**config.mk**
```make
export PLATFORM = sky130hd
export DESIGN_NAME = byte_fifo
export DESIGN_NICKNAME = d
export VERILOG_FILES = /design/src/rtl/byte_fifo.sv
export SDC_FILE = /design/constraint.sdc
export NUM_CORES = 1
export LEC_CHECK = 0
export BUFFER_PORTS_ARGS = -buffer_cell sky130_fd_sc_hd__clkbuf_2
export CAP_MARGIN = 30
export CORE_UTILIZATION = 60
export CTS_CLUSTER_SIZE = 24
export DETAILED_ROUTE_END_ITERATION = 10
export HOLD_SLACK_MARGIN = 0.08
export PLACE_DENSITY = 0.77
export SETUP_SLACK_MARGIN = 0.4
export SLEW_MARGIN = 20
export SYNTH_ARGS = -nofsm -noshare
export SYNTH_HDL_FRONTEND = slang
export SYNTH_SLANG_ARGS = --single-unit
```
**constraint.sdc**
```tcl
create_clock -name clk -period 7.9 [get_ports clk]
set_input_delay 1.185 -clock clk [delete_from_list [all_inputs] [get_ports clk]]
set_output_delay 1.185 -clock clk [all_outputs]
set_load 0.02 [all_outputs]
```
**src/rtl/byte_fifo.sv**
```systemverilog
// byte_fifo: single-clock first-word-fall-through FIFO with valid/ready
// handshakes on both sides. It buffers bursty producer traffic and presents
// the oldest stored word combinationally on rd_data.
//
// Ports:
//   clk         rising-edge clock
//   reset       asynchronous, active-high; clears pointers, count, overflow
//   wr_valid    producer offers wr_data this cycle
//   wr_data     write word (WIDTH bits)
//   wr_ready    FIFO can accept a word (not full)
//   rd_valid    rd_data holds the oldest stored word (not empty)
//   rd_data     oldest word, combinational read of mem[rd_ptr]
//   rd_ready    consumer takes rd_data this cycle
//   count       occupancy 0..DEPTH (AW+1 bits)
//   almost_full count >= AF_LEVEL
//   overflow    sticky: a write was attempted while full
module byte_fifo #(
  parameter int WIDTH    = 8,
  parameter int DEPTH    = 32,
  parameter int AW       = 5,
  parameter int AF_LEVEL = 28
) (
  input  logic             clk,
  input  logic             reset,
  input  logic             wr_valid,
  input  logic [WIDTH-1:0] wr_data,
  output logic             wr_ready,
  output logic             rd_valid,
  output logic [WIDTH-1:0] rd_data,
  input  logic             rd_ready,
  output logic [AW:0]      count,
  output logic             almost_full,
  output logic             overflow
);

  localparam logic [AW:0] FULL_CNT = (AW+1)'(DEPTH);
  localparam logic [AW:0] AF_CNT   = (AW+1)'(AF_LEVEL);

  logic [WIDTH-1:0] mem [DEPTH];
  logic [AW-1:0]    wr_ptr;
  logic [AW-1:0]    rd_ptr;
  logic             push;
  logic             pop;
  logic             full;
  logic             empty;

  // Full/empty come only from count, so each side's handshake flag is
  // independent of the other side's inputs and pointer equality is never
  // ambiguous.
  assign full        = (count == FULL_CNT);
  assign empty       = (count == '0);
  assign wr_ready    = ~full;
  assign rd_valid    = ~empty;
  assign push        = wr_valid & wr_ready;
  assign pop         = rd_valid & rd_ready;
  assign rd_data     = mem[rd_ptr];
  assign almost_full = (count >= AF_CNT);

  // Storage is deliberately left out of the reset branch: stored words are
  // discarded by clearing count/pointers, contents are don't-care.
  always_ff @(posedge clk or posedge reset) begin
    if (reset) begin
      wr_ptr   <= '0;
      rd_ptr   <= '0;
      count    <= '0;
      overflow <= 1'b0;
    end else begin
      if (push) begin
        mem[wr_ptr] <= wr_data;
        wr_ptr      <= wr_ptr + 1'b1;
      end
      if (pop) begin
        rd_ptr <= rd_ptr + 1'b1;
      end
      if (push && !pop) begin
        count <= count + 1'b1;
      end else if (pop && !push) begin
        count <= count - 1'b1;
      end
      if (wr_valid && full) begin
        overflow <= 1'b1;
      end
    end
  end

endmodule

```
# Word-level counts from Yosys, hierarchy flattened
# Memories as Yosys holds them, arrays and structs flattened.
# Cells that the tools add are included.
# totals
in_bits	12
memories	1
output_inout_bits	18
regBits	17
wordCells	28
ramBits	256
# op_classes
bitwise	4
magnitude_cmp	1
muxes	4
n_reduce_logical	9
addsub	4
eq_ne	1
# mem_list
memory	words	word_bits	rd	rd_clocked_by_memory_dff	write_ports	line_no	text
mem	32	8	1	0	1	39	logic [WIDTH-1:0] mem [DEPTH];
# op_table
op	n
2-to-1 mux 6 bit	2
adder 5 x 1 -> 5 bit (second input constant)	2
adder 6 x 1 -> 6 bit (second input constant)	1
equality test 6 bit (second input constant)	1
greater-or-equal comparator 6 x 5 -> 1 bit (second input constant)	1
logical NOT 6 bit	1
subtractor 6 x 1 -> 6 bit (second input constant)	1
logical AND 1 bit	4
logical NOT 1 bit	3
AND 1 bit	2
2-to-1 mux 1 bit	2
NOT 1 bit	2
nonzero test 2 bit	1

# Longest topological paths before layout
# depth
word_depth	7
ltp_mapped	10
depth_no_buf	10

# Least setup slack after synthesis
# No wires, ideal clock.
# synth_path
path_type	input to register
from	in wr_valid
to	reg count[5]
setup_slack_ps	4881
required_ps	7814
stages	9
setup_time_ps	86
n_path_buf	0
arrival_ps	2933
cell_sequence	inv_1 > a31oi_1 > ha_1 > inv_1 > ha_1 > a211oi_1 > a21oi_1 > o21a_1 > nor3_1
# synth_between
elab_chain_cells	4
elab_cells_between_ends	6
classes_between	mux: 1; bitwise: 1; reduce/logical: 4
# synth_lines
item	line_no	text
start: declaration	25	input logic wr_valid,
AND 1 bit *	54	assign push = wr_valid & wr_ready;
via push	42	logic push;
logical NOT 1 bit	77	end else if (pop && !push) begin
logical AND 1 bit	77	
nonzero test 2 bit (no line)	-	
end signal: assignment	76	count <= count + 1'b1;
end signal: assignment	78	count <= count - 1'b1;
end: declaration	31	output logic [AW:0] count,
# The timed path passes the listed nets; every way through them passes the cells marked *.
# A chain may end at the register's enable or synchronous reset.

# Worst setup path after layout
# layout_path
from	reg rd_ptr[0]
to	out rd_data[0]
# layout_between
elab_chain_cells	1
# layout_lines
item	line_no	text
start: declaration	41	logic [AW-1:0] rd_ptr;
start signal: assignment	73	rd_ptr <= rd_ptr + 1'b1;
memory (32 x 8 bit)	-	
end: declaration	29	output logic [WIDTH-1:0] rd_data,
# No other way between the ends.

==> impl_results.md <==
- Clock transition time at the flip-flop clock pins of the worst setup and hold paths: 0.06 ns
- Post-route ant nets: 0
- Proportion of power drawn by combinational gates: 28.0%
- Synthesis-stage register bit count: 273
- Synth Area per Inst: 19.4 sq um
- Sum of negative setup slack: 0 ns
- Iteration-0 DRC count of the detailed router: 514
- CTS Root Cell: clkbuf_16
- Highest ir drop seen on vdd: 285 uV
- Area of the core region: 18000 sq um
- Highest-count cells in the layout ignoring fill and taps: 256 x edfxtp_1, 36 x nor2_1, 31 x mux2i_1
- Post-placement cell count: 801
- Leading cell type in the layout, fill and taps excluded: edfxtp_1
- Count of TritonRoute iterations in the first routing pass: 5
- Hold_buf cts: 0
- Final period utilization: 62.1%
- Fin. Hold Viols: 0
- Fraction of met1 tracks used by global routing: 36.3%
- End of the worst register-to-register path: count[5]
- Bufs on Longest Clock Path: 3
- Worst Path Required: 6.71 ns
- Largest net degree at the start of global routing: 44
- Port Buf Inserts: 29
- Detailed-route wire length: 21.9 mm
- Switching power total: 1330 uW
- First-pass GRT wire length: 33.1 mm
- Worst slew margin: 35.7%
- Worst hold-check path type: reg -> reg
- Post-CTS resize count: 0
- Slew of the pin with the lowest slew margin: 0.960 ns
- Status: complete, no violations
- Share of total power consumed by net switching: 31.8%
- DRC errors left: 0
- Worst setup skew after layout: 0.0142 ns
- Total power draw: 4190 uW
- Worst EP arrival: 3.72 ns
- Static leakage power: 0.00403 uW
- Overall overflow remaining after global route: 0
- Most common flop cell mapped by yosys: edfxtp_1
- Effective utilization at floorplan: 61.1%
- Filler cell count: 1132
- Worst hold path startpoint: overflow
- Critical path class: reg -> out
- Overall die area: 18800 sq um
- Internal portion of total power: 2850 uW
- Global-route track usage on met3: 4.23%
- Proportion of register bits with asynchronous set or reset after synthesis: 6.23%
- Avg Vias per Cell: 6.47
- CTS tree: done
- Share of power burned in the clock network: 27.8%
- Shortest clock period the worst path allows after layout: 4.90 ns
- Layout Nets: 625
- Post-Synthesis Cell Area: 11000 sq um
- GPL Wtd Cong: 0.810
- Max-slew violation count: 0
- Die extent in y: 137 microns
- Length in cells of the worst reg-to-reg path: 10
- Unrepaired setup endpoints after global routing: no
- Synth-to-Final Area Change: 10.0%
- Setup slack, reg-to-reg: 4.92 ns
- Detailed-route via count: 5500
- Number of buffers added for setup after CTS: 0
- Row cnt: 49
- DPL Wire Length: 13.5 mm
- Power density over the cells: 347 nW/um^2
- Critical path fanouts, max: 43
- Clock sink total: 273
- FMAX: 0.204 GHz
- Number of clock buffers inserted by TritonCTS: 27
- Placement-stage worst setup slack: 3.53 ns
- GR peak layer: met2
- Nets in the synthesized netlist: 589
- Global Route met2 Usage: 38.8%
- Setup-violating endpoint count in the final report: 0
- Total non-filler cell area in the finished layout: 12100 sq um
- Non-filler instance count after layout: 850
- Hold Path Depth: 1
- Library cells used by synthesis: 44
- Width of the die: 137 microns
- Share of final-layout standard cells stronger than drive strength 1: 16.4%
- Clock network latency to the later pin of the worst-skew pair: 0.53 ns
- Number of global-route vias before repair: 5460
- Sort of element at the end of the critical path: primary output
- Yosys warns: 0
- Number of H-tree branching levels: 1
- Part of the total power dissipated in sequential elements: 44.1%
- Startpoint of the most critical register-to-register path: count[1]
- Synthesized netlist cell count: 565
- Hold path endpoint: overflow
- Antenna violations before repair: 0
- Maxcap violations: 0
- Final setup slack of the worst path: 3.00 ns
- Worst Setup Start Kind: flop
- Sequential element share of the synthesized area: 73.9%
- Per-cell routed wire length: 25.8 microns
- EDFF count, synth: 256
- Boundary pin count: 30
- Ant diodes: 0
- Total cell area at the placement stage: 11300 sq um
- GRT Total Usage: 24.7%
## synth_stat cells (5+ instances only)
| cell | instances | share of area, % |
|---|---|---|
| nand2_1 | 15 | 0.51 |
| clkbuf_1 | 10 | 0.34 |
| o21ai_0 | 5 | 0.23 |
| a21oi_1 | 12 | 0.55 |
| buf_2 | 8 | 0.36 |
| edfxtp_1 | 256 | 70 |
| mux4_2 | 28 | 5.7 |
| o221ai_1 | 8 | 0.64 |
| nand3_1 | 6 | 0.27 |
| dfrtp_1 | 17 | 3.9 |
| a22oi_1 | 8 | 0.55 |
| mux4_1 | 22 | 5.3 |
| o22ai_1 | 7 | 0.40 |
| a211oi_1 | 15 | 1.0 |
| nor2_1 | 36 | 1.2 |
| xnor2_1 | 9 | 0.72 |
| ha_1 | 11 | 1.3 |
| mux2i_1 | 31 | 2.8 |
| a22o_1 | 7 | 0.56 |
| inv_1 | 11 | 0.38 |
## metal layers
layer | up-vias | share of wire, %
met5 | - | 0
met4 | 0 | 1.9
met3 | 32 | 8.4
met2 | 250 | 49
met1 | 2821 | 41
li1 | 2397 | -
## metrics by stage
step | hold WS (ns) | utilization, %
finish | 0.486 | 67.2
global route | 0.530 | 67.2
CTS | 0.490 | 67.2
detailed placement | 0.472 | 62.8
global placement | 0.463 | 62.7
floorplan | 0.574 | -
## sequential cells by signal, summed over array words and instances, names as in the netlist
signal,count
rd_ptr,5
wr_ptr,5
overflow,1
mem,256
count,6
## power groups by stage
| stage | Clock (uW) | Sequential (uW) | Combinational (uW) |
|---|---|---|---|
| after global routing | 1240 | 1860 | 1260 |
| final | 1170 | 1850 | 1170 |
| after CTS | 1180 | 1850 | 1180 |
| after floorplan | 0 | 1760 | 951 |
| after global placement | 0 | 1870 | 1140 |
| after detailed placement | 0 | 1880 | 1180 |
## worst max path at each step
| stage | end | cells past startpoint | from | slack [ns] |
|---|---|---|---|---|
| floorplan | count[5] | 9 | wr_valid | 4.88 |
| global placement | rd_data[6] | 6 | rd_ptr[0] | 3.64 |
| detailed placement | rd_data[0] | 6 | rd_ptr[0] | 3.53 |
| CTS | rd_data[0] | 6 | rd_ptr[0] | 2.98 |
| global route | rd_data[0] | 6 | rd_ptr[0] | 2.84 |
| finish | rd_data[0] | 6 | rd_ptr[0] | 3.00 |
## cells by family after synthesis
logic type	count (synthesis)	share of synthesized area (%)
and+or+nand+nor	78	3.32
adders and majority gates	12	1.44
xor gates and xnor gates	11	0.877
buffers and inverters	39	2.05
AOI/OAI and AO/OA	70	4.50
muxes	82	13.9
DFF	273	73.9
## cell type report
cell class / instances / area, sq um / share of cell area [%]
clock buffer: 37 / 723 / 5.99
sequential: 273 / 8120 / 67.2
timing repair buffer: 35 / 188 / 1.55
tap: 229 / 287 / 2.37
multi-input combinational: 253 / 2640 / 21.9
clock inverter: 12 / 81.3 / 0.673
inverter: 11 / 41.3 / 0.342
## critical path, cell delays in order, from the launching register on
cell and delay [ns]:
dfrtp_4 0.92, buf_4 0.70, mux4_1 0.63, a22o_1 0.24
a211oi_1 0.39, a21oi_1 0.09, clkbuf_2 0.19
Note: power is estimated with default switching activity, not from simulation.
